$ cat config.mk
export PLATFORM = sky130hd
export DESIGN_NAME = dmem_sram_responder
export DESIGN_NICKNAME = d
export VERILOG_FILES = /design/src/rtl/dmem_sram_responder.sv
export SDC_FILE = /design/constraint.sdc
export NUM_CORES = 1
export LEC_CHECK = 0
export ABC_AREA = 1
export BUFFER_PORTS_ARGS = -buffer_cell sky130_fd_sc_hd__buf_2
export CORE_MARGIN = 3
export CORE_UTILIZATION = 48
export CTS_CLUSTER_DIAMETER = 50
export DETAILED_ROUTE_END_ITERATION = 10
export GPL_TIMING_DRIVEN = 0
export PLACE_DENSITY = 0.85
export RECOVER_POWER = 100
export SLEW_MARGIN = 0
export SYNTH_ARGS = -nofsm -noshare
export SYNTH_HDL_FRONTEND = slang
export SYNTH_SLANG_ARGS = --single-unit
$ cat constraint.sdc
create_clock -name clk -period 3.35 [get_ports clk]
set_clock_uncertainty 0.1 [all_clocks]
set_input_delay 0.5025 -clock clk [delete_from_list [all_inputs] [get_ports clk]]
set_output_delay 0.5025 -clock clk [all_outputs]
set_load 0.005 [all_outputs]
$ cat src/rtl/dmem_sram_responder.sv
// ---------------------------------------------------------------------------
// dmem_sram_responder
//
// Data-side memory responder for the 5-stage pipeline. It takes the M-stage
// load/store request and runs it as one split address/data transaction on an
// SRAM-like bus. While the access is in flight it raises d_stall. The finished
// result is held in HOLD until the global stall releases, so one M-stage access
// is never issued twice.
//
// Optional feature: define DMEM_TIMEOUT_EN to enable the watchdog. When the
// watchdog fires, the transaction ends with readdataM = 32'hDEAD_BEEF and a
// sticky bus_err. With the macro undefined there is no counter, the block waits
// indefinitely, and bus_err is tied to 0.
//
// Ports
//   clk, rst         clock (rising edge), synchronous active-high reset
//   mem_enM          M-stage instruction is a load or a store
//   memwriteM        1 = store, 0 = load
//   sig_write[3:0]   store byte strobes
//   aluoutM[AW-1:0]  access address
//   writedataM[31:0] lane-aligned store data
//   longest_stall    global pipeline stall
//   readdataM[31:0]  registered load data
//   d_stall          stall request to the hazard unit
//   data_req         bus request valid
//   data_wr          bus write
//   data_wstrb[3:0]  bus byte strobes (0000 on loads)
//   data_addr        bus address
//   data_wdata       bus write data
//   data_addr_ok     bus accepted the request
//   data_data_ok     bus returned data / write ack
//   data_rdata       bus read data
//   bus_err          sticky watchdog error
// ---------------------------------------------------------------------------
module dmem_sram_responder #(
   parameter int AW          = 32,
   parameter int TIMEOUT_CYC = 255
) (
   input  logic          clk,
   input  logic          rst,
   input  logic          mem_enM,
   input  logic          memwriteM,
   input  logic [3:0]    sig_write,
   input  logic [AW-1:0] aluoutM,
   input  logic [31:0]   writedataM,
   input  logic          longest_stall,
   output logic [31:0]   readdataM,
   output logic          d_stall,
   output logic          data_req,
   output logic          data_wr,
   output logic [3:0]    data_wstrb,
   output logic [AW-1:0] data_addr,
   output logic [31:0]   data_wdata,
   input  logic          data_addr_ok,
   input  logic          data_data_ok,
   input  logic [31:0]   data_rdata,
   output logic          bus_err
);

   localparam logic [1:0] IDLE = 2'd0;
   localparam logic [1:0] ADDR = 2'd1;
   localparam logic [1:0] DATA = 2'd2;
   localparam logic [1:0] HOLD = 2'd3;

   logic [1:0] state;
   logic       busy;
   logic       done;
   logic       tmo;

   assign busy = (state == ADDR) || (state == DATA);

   // A transaction completes when data_ok arrives in DATA, or when addr_ok and
   // data_ok arrive together in ADDR.
   assign done = ((state == DATA) && data_data_ok) ||
                 ((state == ADDR) && data_addr_ok && data_data_ok);

   assign data_req = (state == ADDR);
   assign d_stall  = !rst && (((state == IDLE) && mem_enM) || busy);

`ifdef DMEM_TIMEOUT_EN
   localparam int CW = $clog2(TIMEOUT_CYC + 1);

   logic [CW-1:0] cnt;
   logic [CW-1:0] cnt_nxt;
   logic          err;

   assign cnt_nxt = cnt + 1'b1;
   // The watchdog fires on the edge at which the count of busy cycles reaches
   // TIMEOUT_CYC. A transaction that completes on that same edge wins.
   assign tmo     = busy && !done && (cnt_nxt == CW'(TIMEOUT_CYC));
   assign bus_err = err;

   always_ff @(posedge clk) begin
      if (rst) begin
         cnt <= '0;
         err <= 1'b0;
      end else begin
         if (busy) begin
            cnt <= cnt_nxt;
         end else if (state == HOLD) begin
            // Clear before re-entering IDLE so the next access starts at zero.
            cnt <= '0;
         end
         if (tmo) begin
            err <= 1'b1;
         end
      end
   end
`else
   assign tmo     = 1'b0;
   assign bus_err = 1'b0;
`endif

   always_ff @(posedge clk) begin
      if (rst) begin
         state      <= IDLE;
         data_wr    <= 1'b0;
         data_wstrb <= 4'b0000;
         data_addr  <= '0;
         data_wdata <= '0;
         readdataM  <= '0;
      end else begin
         case (state)
            IDLE: begin
               if (mem_enM) begin
                  data_addr  <= aluoutM;
                  data_wr    <= memwriteM;
                  data_wdata <= writedataM;
                  data_wstrb <= memwriteM ? sig_write : 4'b0000;
                  state      <= ADDR;
               end
            end
            ADDR: begin
               if (data_addr_ok) begin
                  if (data_data_ok) begin
                     state <= HOLD;
                     if (!data_wr) begin
                        readdataM <= data_rdata;
                     end
                  end else begin
                     state <= DATA;
                  end
               end
            end
            DATA: begin
               if (data_data_ok) begin
                  state <= HOLD;
                  if (!data_wr) begin
                     readdataM <= data_rdata;
                  end
               end
            end
            default: begin
               // HOLD: keep the result until the pipeline is allowed to advance.
               if (!longest_stall) begin
                  state <= IDLE;
               end
            end
         endcase
         if (tmo) begin
            state     <= HOLD;
            readdataM <= 32'hDEAD_BEEF;
         end
      end
   end

endmodule

Yosys cells after proc, flatten, opt, wreduce, memory -nomap -nowiden
Index checks and enable logic that the tools add are counted.
Operators by class
  reductions and logical operators: 10
  multiplexer cells: 11
  eq/ne operators: 6
Operators with widths (count)
  $mux 32: 3
  $pmux 32 s2: 1
  $mux 2: 4
  $pmux 2 s3: 1
  $mux 4: 1
  $ne 2x2->1 const B: 2
  $ne 4x1->1 const B: 1
  $reduce_and 2->1: 2
  $reduce_and 4->1: 1
  $eq 2x1->1 const B: 1
  $eq 2x2->1 const B: 1
  $logic_and 1x1->1: 2
  $logic_not 2->1: 1
  $logic_or 1x1->1: 2
  $ne 2x1->1 const B: 1
  $reduce_bool 2->1: 1
  $logic_not 1->1: 1
  $mux 1: 1
Storage, ports and cells
  output and inout bits: 104
  register bits: 103
  logic and storage cells: 33
  input bits: 107

Longest topological paths before layout
Gate-level depths: netlist (run 1).
  depth in word-level cells: 4
  mapped depth: 9
  mapped depth without buffers: 9

Least setup slack after synthesis (run 1)
OpenSTA, ideal clock, no wires.
  kind: register to output
  start: register state[0]
  end: output port d_stall
  arrival: 1105 ps
  setup slack: 1642 ps
  buffers on the path: 1
  cell stages (with the launch flop): 6
  data required time: 2747 ps
  path through: dfxtp_1 inv_1 ha_1 nand2_2 buf_2 a21oi_1
Between the ends
  cells in the longest elaborated chain, start to end: 4
  elaborated cells on any way between the ends: 7
  classes of those cells: eq/ne (2); reduce/logical (5)
Ends and longest elaborated chain
  from (decl): RTL line 65  | logic [1:0] state;
  from (signal assigned): RTL line 116  | state <= IDLE;
  from (signal assigned): RTL line 130  | state <= ADDR;
  from (signal assigned): RTL line 136  | state <= HOLD;
  $eq 2x1->1, or another cell as far along: RTL line 70  | assign busy = (state == ADDR) || (state == DATA);
  $logic_or 1x1->1 or $logic_and 1x1->1 (tied branches): RTL line 70, 78
  $logic_or 1x1->1 (*): RTL line 78  | assign d_stall = !rst && (((state == IDLE) && mem_enM) || busy);
  $logic_and 1x1->1 (*): RTL line 78
  to (decl): RTL line 48  | output logic d_stall,
Mark *: on every way between the ends. The rest lies on a longest branch, timed or not.

Worst setup path after layout (run 1)
Ends and elaborated chain as after synthesis.

==> impl_metrics.json, run 1 <==
{
  "synthToLayoutAreaGrowth_pct": 32.6,
  "cp-end-kind": "output pin",
  "sequentialPowerShare_pct": 42.4,
  "holdBufCountCts": 0,
  "drc": 0,
  "crit_path_max_fanout": 10,
  "grt_pass1_vias": 3595,
  "synth_area_per_cell_um2": 7.99,
  "fin_crit_ns": 2.70,
  "finalCritPeriodShare_pct": 80.5,
  "dominantRegCellSynth": "dfxtp_1",
  "tns_ns": 0,
  "synth_area_leaders": "dfxtp_1, nor2_1, o21ai_0",
  "async_reset_ff_share_pct": 0,
  "clockRootBuffer": "clkbuf_8",
  "core-area_um2": 7490,
  "nNetsFinal": 813,
  "dp_slack_ns": 1.25,
  "multi_input_area_um2": 1480,
  "yosys.cell_count.top_type": "nor2_1",
  "cts_max_level": 3,
  "cts_tree": "done",
  "cts_made_buffers": 9,
  "clkPwrFrac_pct": 20.0,
  "fmax_mhz": 371,
  "utilization_pct": 68.0,
  "p_int_mw": 2.64,
  "synth_top_cell_by_area": "dfxtp_1",
  "avgViaCountPerCell": 4.79,
  "ys_seq_elements": 103,
  "cts.clk_slew.worst_paths_ns": 0.09,
  "detail-route-antenna-nets": 0,
  "grt.overflow.total": 0,
  "cts.sinks": 103,
  "worst_pin_slew_ns": 0.529,
  "fillers": 657,
  "slew_viol_final": 0,
  "drtIter0Drc": 105,
  "vdd_drop_max_mv": 0.421,
  "cts_resized": 0,
  "slew-limit-headroom_pct": 64.7,
  "p_leak_nw": 2.32,
  "grt_setup_unrepaired": "no",
  "grt_pass1_wl_um": 16300,
  "whs_ns": 0.288,
  "maxCapViolations": 0,
  "cellPowerDensity_nw_per_um2": 822,
  "yosysUniqueCellTypes": 24,
  "synth.cell_area_um2": 3840,
  "comb_power_share_pct": 37.6,
  "drive_above_1_share_pct": 25.9,
  "gp_congestion": 0.816,
  "die_x_um": 95.4,
  "synthesis.nets": 593,
  "grt.total_usage_pct": 22.9,
  "io_buffers": 209,
  "post_cts_buffers": 0,
  "cts_buffer_depth": 2,
  "swShare_pct": 36.7,
  "clock_latency_ns": 0.34,
  "drt-pass1-iter-count": 4,
  "layout_setup_ws_ns": 0.654,
  "die_h_um": 95.4,
  "drt-total-wl_um": 10700,
  "pin_count": 211,
  "setup_viol": 0,
  "criticalPathCategory": "register to output pin",
  "synth_top_area_share_pct": 53.7,
  "synth-edff-count": 0,
  "yosysWarnings": 0,
  "crit_required_ns": 2.75,
  "syn_inst": 480,
  "num_vias": 3850,
  "grt_max_degree": 17,
  "synthTopCellsByCount": "nor2_1, dfxtp_1, o21ai_0",
  "die-area_um2": 9100,
  "routedWlPerCell_um": 13.4,
  "n_antenna_cell": 0,
  "ff_latch_area_um2": 2060,
  "cp-start-kind": "register",
  "finalHoldViolations": 0,
  "status": "finished clean",
  "hpwl_um": 8430,
  "ys_seq_area_share_pct": 53.7,
  "start_util_pct": 51.3,
  "p_sw_mw": 1.54,
  "antenna_found_initial": 0,
  "crit_arrival_ns": 2.09,
  "hold_path_class": "input pin to register",
  "p_total_mw": 4.18,
  "num_rows": 31
}
## state kept, by name, indices dropped and copies added, names as in the netlist
| register | flops |
|---|---|
| data_addr | 32 |
| data_wdata | 32 |
| readdataM | 32 |
| data_wstrb | 4 |
| state | 2 |
| data_wr | 1 |
## placed cells by master, fill, tap and decap left out
cell,n
a21oi_1,7
ha_1,6
inv_1,11
buf_4,1
nand2_1,18
clkbuf_1,86
buf_6,3
nor2_4,1
buf_2,146
o21ai_0,66
o21ai_2,9
clkbuf_8,10
buf_8,3
nor3_1,1
inv_2,1
clkinvlp_4,3
inv_6,1
o21ai_1,21
conb_1,1
clkinvlp_2,1
o21bai_1,1
nand2_2,1
dfxtp_1,103
nand3_1,2
nor2_1,199
bufinv_16,2
## power by group through the flow
stage / Sequential (mW) / Combinational [mW] / Clock, mW
3_3_place_gp: 1.77 / 1.64 / 0
6_report: 1.77 / 1.57 / 0.837
2_1_floorplan: 1.82 / 1.01 / 0
3_5_place_dp: 1.79 / 1.71 / 0
5_1_grt: 1.81 / 1.80 / 0.905
4_1_cts: 1.76 / 1.71 / 0.859
## path summary, 6_finish.rpt
check        slack, ns             end  cells after the start           start
min               0.29  data_wdata[24]                      3  writedataM[24]
max               0.65         d_stall                      6        state[0]
min reg2reg       0.37   data_wstrb[0]                      2   data_wstrb[0]
max reg2reg       1.20    data_addr[5]                      7        state[0]
## cell families (layout without fill, tap and decap cells)
family | count (synthesis) | count (layout) | synth area share [%]
simple gates | 222 | 222 | 22.4
compound gates | 104 | 104 | 14.5
flops | 103 | 103 | 53.7
other cells | 1 | 1 | 0.0977
fa+ha+maj | 6 | 6 | 1.96
buf+inv | 44 | 268 | 7.30
## layout make-up
cell class,count,area share [%]
inverter,14,1.16
tap,99,2.43
sequential,103,40.5
timing repair buffer,209,18.9
multi-input combinational,333,29.1
clock inverter,5,1.62
clock buffer,10,2.71
buffer,30,3.54
## metrics by stage
stage / instance area [um^2] / instances
finish: 5090 / 803
detailed placement: 5010 / 788
global route: 5090 / 803
CTS: 5230 / 803
global placement: 5010 / 788
floorplan: 3840 / 480
## metal layers
layer	vias to the layer above	track usage (%)	routed length [um]
li1	1954	-	-
met4	0	7.70	199
met5	-	0	0
met3	21	9.08	1220
met1	1715	24.7	4010
met2	160	40.8	5310
## worst max-delay path: stages, from the launching register on
cell and delay (ns):
dfxtp_1 0.42, inv_1 0.12, ha_1 0.24, nand2_2 0.21, clkbuf_1 0.46, a21oi_1 0.16
clkbuf_1 0.14
No activity file was read; power rests on OpenSTA's default activity.
==> inputs of run 2 (changes only) <==
--- a/config.mk
+++ b/config.mk
@@ -8,11 +8,11 @@
 export ABC_AREA = 1
 export BUFFER_PORTS_ARGS = -buffer_cell sky130_fd_sc_hd__buf_2
 export CORE_MARGIN = 3
-export CORE_UTILIZATION = 48
+export CORE_UTILIZATION = 44
 export CTS_CLUSTER_DIAMETER = 50
 export DETAILED_ROUTE_END_ITERATION = 10
 export GPL_TIMING_DRIVEN = 0
-export PLACE_DENSITY = 0.85
+export PLACE_DENSITY = 0.79
 export RECOVER_POWER = 100
 export SLEW_MARGIN = 0
 export SYNTH_ARGS = -nofsm -noshare
==> constraint.sdc (replaced) <==
create_clock -name clk -period 2.82 [get_ports clk]
set_clock_uncertainty 0.1 [all_clocks]
set_input_delay 0.423 -clock clk [delete_from_list [all_inputs] [get_ports clk]]
set_output_delay 0.423 -clock clk [all_outputs]
set_load 0.005 [all_outputs]
==> run 2 against run 1 <==
Cell area barely moved. Register-to-register slack lost 0.48 ns. Worst hold slack worse by 0.077 ns. Die area is 8.5% higher. Wire length shrank 1.8%. Total power up 17%. Critical path depth unchanged. Non-clock buffer count did not move. Via count shrank 1.6%.
==> impl_metrics.json, run 2 (synthesis results as in run 1) <==
{
  "status": "finished clean",
  "num_rows": 33,
  "die_h_um": 99.4,
  "fin_area_um2": 5090,
  "r2r_start": "state[0]",
  "vdd_drop_max_mv": 0.475,
  "hold_path_class": "input pin to register",
  "cts.sinks": 103,
  "dr_wl_met3_um": 1020,
  "post_cts_buffers": 0,
  "grt_max_degree": 16,
  "grt_pass1_wl_um": 16600,
  "synthToLayoutAreaGrowth_pct": 32.6,
  "grt_setup_unrepaired": "no",
  "grt.total_usage_pct": 20.8,
  "whs_ns": 0.210,
  "hp-start": "aluoutM[16]",
  "min_to": "data_addr[16]",
  "worstReg2RegEnd": "data_addr[14]",
  "pin_count": 211,
  "clockRootBuffer": "clkbuf_8",
  "antenna_found_initial": 0,
  "max_stage_delay_ns": 0.42,
  "cellPowerDensity_nw_per_um2": 960,
  "crit_path_max_fanout": 10,
  "p_leak_nw": 2.37,
  "gp_congestion": 0.860,
  "layout.cells.non_filler": 809,
  "num_vias": 3787,
  "cp-start-kind": "register",
  "finalHoldViolations": 0,
  "multi_input_area_um2": 1480,
  "detail-route-antenna-nets": 0,
  "drtIter0Drc": 79,
  "cts_max_level": 3,
  "fmax_mhz": 425,
  "cts_tree": "done",
  "drt-pass1-iter-count": 4,
  "layout_common_cells": "nor2_1, buf_2, dfxtp_1",
  "avgViaCountPerCell": 4.68,
  "finalCritPeriodShare_pct": 83.5,
  "cts_buffer_depth": 2,
  "clock_latency_ns": 0.33,
  "drt-total-wl_um": 10500,
  "top_layer_used": "met4",
  "start_util_pct": 46.0,
  "ff_latch_area_um2": 2060,
  "tns_ns": 0,
  "die-area_um2": 9880,
  "fillers": 813,
  "reg2regPathDepth": 7,
  "slowest_stage": "dfxtp_1",
  "crit_required_ns": 2.30,
  "wl_met2_um": 5150,
  "dp_slack_ns": 0.821,
  "holdPathStages": 3,
  "routedWlPerCell_um": 13.0,
  "drive_above_1_share_pct": 27.7,
  "fin_crit_ns": 2.36,
  "die_x_um": 99.4,
  "hpwl_um": 8360,
  "setup_viol": 0,
  "dpl_cell_area_um2": 5010,
  "wl_met1_um": 4280,
  "layout_commonest_cell": "nor2_1",
  "holdBufCountCts": 0,
  "rrSetupSlack_ns": 0.72,
  "cp-end-kind": "output pin",
  "cts_resized": 0,
  "cts.clk_slew.worst_paths_ns": 0.09,
  "top_regs": "data_addr: 32 flops, data_wdata: 32 flops, readdataM: 32 flops",
  "layout_setup_ws_ns": 0.465,
  "criticalPathCategory": "register to output pin",
  "maxCapViolations": 0,
  "io_buffers": 209,
  "crit_arrival_ns": 1.83,
  "utilization_pct": 61.0,
  "p_total_mw": 4.89,
  "grt.overflow.total": 0,
  "drc": 0,
  "worstPathCellList": "inv_1, ha_1, nand2_2, buf_2, a21oi_1, clkbuf_1",
  "n_antenna_cell": 0,
  "nNetsFinal": 813,
  "dp.cells": 794,
  "grt_pass1_vias": 3569,
  "slew_viol_final": 0,
  "core-area_um2": 8340,
  "cts_made_buffers": 9
}
==> run 2: cell count changes in the layout (fill, tap and decap cells not counted), sizes merged <==
cell / delta
clkbuf: -13
buf: +15
clkinv: +1
bufinv: -1
clkinvlp: -2
==> run 2: worst max-delay path: cells and delay by family (launching register included) <==
kind	cells	cell delay [ns]
flip-flops	1	0.42
adder cells (fa/ha/maj)	1	0.23
buffers and inverters	3	0.53
AO/OA/AOI/OAI	1	0.09
AND/OR/NAND/NOR	1	0.22
==> run 2: cell type report <==
class                      instances  area share, %
timing repair buffer             209           19.2
buffer                            30           3.56
inverter                          14           1.16
tap                              105           2.58
clock buffer                      12           3.05
sequential                       103           40.5
clock inverter                     3          0.836
multi-input combinational        333           29.1
==> run 2: where the power goes <==
group | internal (mW) | leakage [nW] | switching (mW)
registers | 1.88 | 0.849 | 0.219
clock network | 0.454 | 0.0985 | 0.468
logic | 0.755 | 1.42 | 1.11
==> run 2: worst max-delay path by stage <==
stage,from,end,slack [ns],cells past startpoint
after floorplan,state[0],d_stall,1.19,5
after global routing,state[0],d_stall,0.31,6
after CTS,state[0],d_stall,0.43,6
final,state[0],d_stall,0.46,6
after detailed placement,state[0],d_stall,0.82,6
after global placement,state[0],d_stall,0.86,6
==> run 2: routing by layer <==
metal	GRT usage, %	vias up
met5	0	-
li1	-	1955
met2	36.7	149
met3	7.92	6
met4	4.20	0
met1	24.0	1677
==> inputs of run 3 (changes only) <==
--- a/config.mk
+++ b/config.mk
@@ -5,14 +5,14 @@
 export SDC_FILE = /design/constraint.sdc
 export NUM_CORES = 1
 export LEC_CHECK = 0
-export ABC_AREA = 1
+export ABC_AREA = 0
 export BUFFER_PORTS_ARGS = -buffer_cell sky130_fd_sc_hd__buf_2
 export CORE_MARGIN = 3
-export CORE_UTILIZATION = 44
+export CORE_UTILIZATION = 40
 export CTS_CLUSTER_DIAMETER = 50
 export DETAILED_ROUTE_END_ITERATION = 10
 export GPL_TIMING_DRIVEN = 0
-export PLACE_DENSITY = 0.79
+export PLACE_DENSITY = 0.76
 export RECOVER_POWER = 100
 export SLEW_MARGIN = 0
 export SYNTH_ARGS = -nofsm -noshare
==> constraint.sdc (replaced) <==
create_clock -name clk -period 2.1 [get_ports clk]
set_clock_uncertainty 0.1 [all_clocks]
set_input_delay 0.315 -clock clk [delete_from_list [all_inputs] [get_ports clk]]
set_output_delay 0.315 -clock clk [all_outputs]
set_load 0.005 [all_outputs]
==> run 3 against run 2 <==
Synthesized cell count decreased by 1.0%. Final cell count increased by 2.8%. Wire length increased by 9.0%. Count of clock-buffer cells in the layout decreased by 1. Total power increased by 16%. Largest cell class unchanged.
==> impl_metrics.json, run 3 <==
{
  "status": "finished clean",
  "fin_crit_ns": 1.97,
  "slew_viol_final": 0,
  "die-area_um2": 10800,
  "synth_area_leaders": "dfxtp_1, nand2_1, a21oi_1",
  "clock_latency_ns": 0.35,
  "antenna_found_initial": 0,
  "hpwl_um": 8960,
  "drt-total-wl_um": 11500,
  "core-area_um2": 9280,
  "min_to": "data_wdata[31]",
  "dominantRegCellSynth": "dfxtp_1",
  "synth_area_per_cell_um2": 8.09,
  "cts.clk_slew.worst_paths_ns": 0.10,
  "worstReg2RegEnd": "state[0]",
  "setup_viol": 0,
  "fmax_mhz": 508,
  "layout.cells.non_filler": 832,
  "cts_max_level": 3,
  "synth.cell_area_um2": 3840,
  "swShare_pct": 36.5,
  "layout_common_cells": "buf_2, nand2_1, dfxtp_1",
  "cts.sinks": 103,
  "grt_pass1_wl_um": 18300,
  "cts_made_buffers": 9,
  "cts_buffer_depth": 2,
  "synthToLayoutAreaGrowth_pct": 34.7,
  "pin_count": 211,
  "drtIter0Drc": 131,
  "yosys.cell_count.top_type": "nand2_1",
  "die_x_um": 104,
  "crit_arrival_ns": 1.55,
  "cp-end-kind": "output pin",
  "yosysWarnings": 0,
  "slew-limit-headroom_pct": 66.3,
  "worst_pin_slew_ns": 0.505,
  "cellPowerDensity_nw_per_um2": 1100,
  "routedWlPerCell_um": 13.8,
  "p_total_mw": 5.68,
  "comb_power_share_pct": 35.1,
  "yosysUniqueCellTypes": 26,
  "rrSetupSlack_ns": 0.14,
  "clkPwrFrac_pct": 20.6,
  "dpl_cell_area_um2": 5050,
  "grt.overflow.total": 0,
  "cp-start-kind": "register",
  "drc": 0,
  "detail-route-antenna-nets": 0,
  "reg2regPathDepth": 5,
  "dp.cells": 812,
  "holdPathStages": 3,
  "async_reset_ff_share_pct": 0,
  "r2r_start": "state[0]",
  "sequentialPowerShare_pct": 44.3,
  "finalCritPeriodShare_pct": 93.8,
  "top_regs": "data_addr: 32 flops, data_wdata: 32 flops, readdataM: 32 flops",
  "num_vias": 4013,
  "crit_path_max_fanout": 11,
  "die_h_um": 104,
  "synth_top_area_share_pct": 53.6,
  "hold_path_class": "input pin to register",
  "synth_top_cell_by_area": "dfxtp_1",
  "n_antenna_cell": 0,
  "synthTopCellsByCount": "nand2_1, dfxtp_1, a21oi_1",
  "gp_congestion": 0.854,
  "clockRootBuffer": "clkbuf_8",
  "drt-pass1-iter-count": 4,
  "io_buffers": 208,
  "nNetsFinal": 811,
  "hp-start": "writedataM[31]",
  "grt.total_usage_pct": 20.4,
  "p_int_mw": 3.60,
  "criticalPathCategory": "register to output pin",
  "crit_required_ns": 1.68,
  "holdBufCountCts": 0,
  "fin_area_um2": 5180,
  "p_sw_mw": 2.07,
  "cts_tree": "done",
  "vdd_drop_max_mv": 0.419,
  "syn_inst": 475,
  "ys_seq_elements": 103,
  "avgViaCountPerCell": 4.82,
  "grt_pass1_vias": 3860,
  "num_rows": 35,
  "ys_seq_area_share_pct": 53.6,
  "tns_ns": 0,
  "grt_max_degree": 18,
  "utilization_pct": 55.8,
  "synthesis.nets": 588,
  "drive_above_1_share_pct": 27.9,
  "maxCapViolations": 0,
  "layout_commonest_cell": "buf_2",
  "p_leak_nw": 2.24,
  "start_util_pct": 41.4,
  "finalHoldViolations": 0,
  "synth-edff-count": 0,
  "grt_setup_unrepaired": "no"
}
## run 3: cell types whose count changed after synthesis, sizes merged, moves of 4 or more
cell,delta
nor2,-197
nand2,+116
a21oi,+94
o21ai,-64
nand3,+34
inv,-10
buf,+7
clkbuf,+4
## run 3: routing by layer
metal | vias up | global-route usage (%) | part of all wire, %
met5 | - | 0 | 0
met4 | 0 | 6.17 | 1.7
met3 | 17 | 5.65 | 7.2
met2 | 168 | 35.5 | 49
met1 | 1809 | 24.4 | 42
li1 | 2019 | - | -
## run 3: critical path, cell delays in order, from the launching register on
cell,delay (ns)
dfxtp_1,0.32
inv_1,0.12
ha_2,0.20
and2_1,0.14
buf_6,0.15
nor2_1,0.05
nor2_1,0.09
buf_2,0.12
## run 3: cells by family (layout without fill, tap and decap cells)
kind of cell	count (synthesis)	count (layout)	synth area share [%]
adders and majority gates	6	6	1.95
buffers and inverters	44	272	5.11
DFF	103	103	53.6
and+or+nand+nor	184	184	20.3
AOI/OAI and AO/OA	135	135	18.2
muxes	2	2	0.651
other	1	1	0.0976
## run 3: cell type report
type,instances,area [um^2]
clock inverters,5,40.0
clock buffers,11,141
well taps,129,161
repair buffers,213,1000
flip-flops and latches,103,2060
fillers,939,4110
plain buffers,40,184
inverters,3,11.3
multi-input cells,328,1580
## run 3: how the worst max path moves through the flow
| stage | end | from | depth (start not counted) |
|---|---|---|---|
| after floorplan | state[0] | state[1] | 5 |
| after CTS | d_stall | state[0] | 7 |
| after global routing | d_stall | state[0] | 7 |
| final | d_stall | state[0] | 7 |
| after global placement | d_stall | state[0] | 8 |
| after detailed placement | d_stall | state[0] | 8 |
## run 3: power by group through the flow
stage,Combinational [mW],Clock (mW),Sequential [mW]
4_1_cts,2.03,1.20,2.51
6_report,1.99,1.17,2.51
3_3_place_gp,1.96,0,2.53
3_5_place_dp,2.02,0,2.55
2_1_floorplan,1.18,0,2.57
5_1_grt,2.25,1.29,2.56
## run 3: per-stage QoR
step	worst slack, ns	hold WS, ns
after floorplan	0.376	0.348
after global placement	0.204	0.337
after detailed placement	0.167	0.343
after CTS	0.0317	0.0665
after global routing	0.0176	0.0658
final	0.130	0.0848
## run 3: repair_timing
item,in CTS,in global routing
gates resized for setup,4,2
setup endpoints to repair,1,1
buffers inserted,0,5
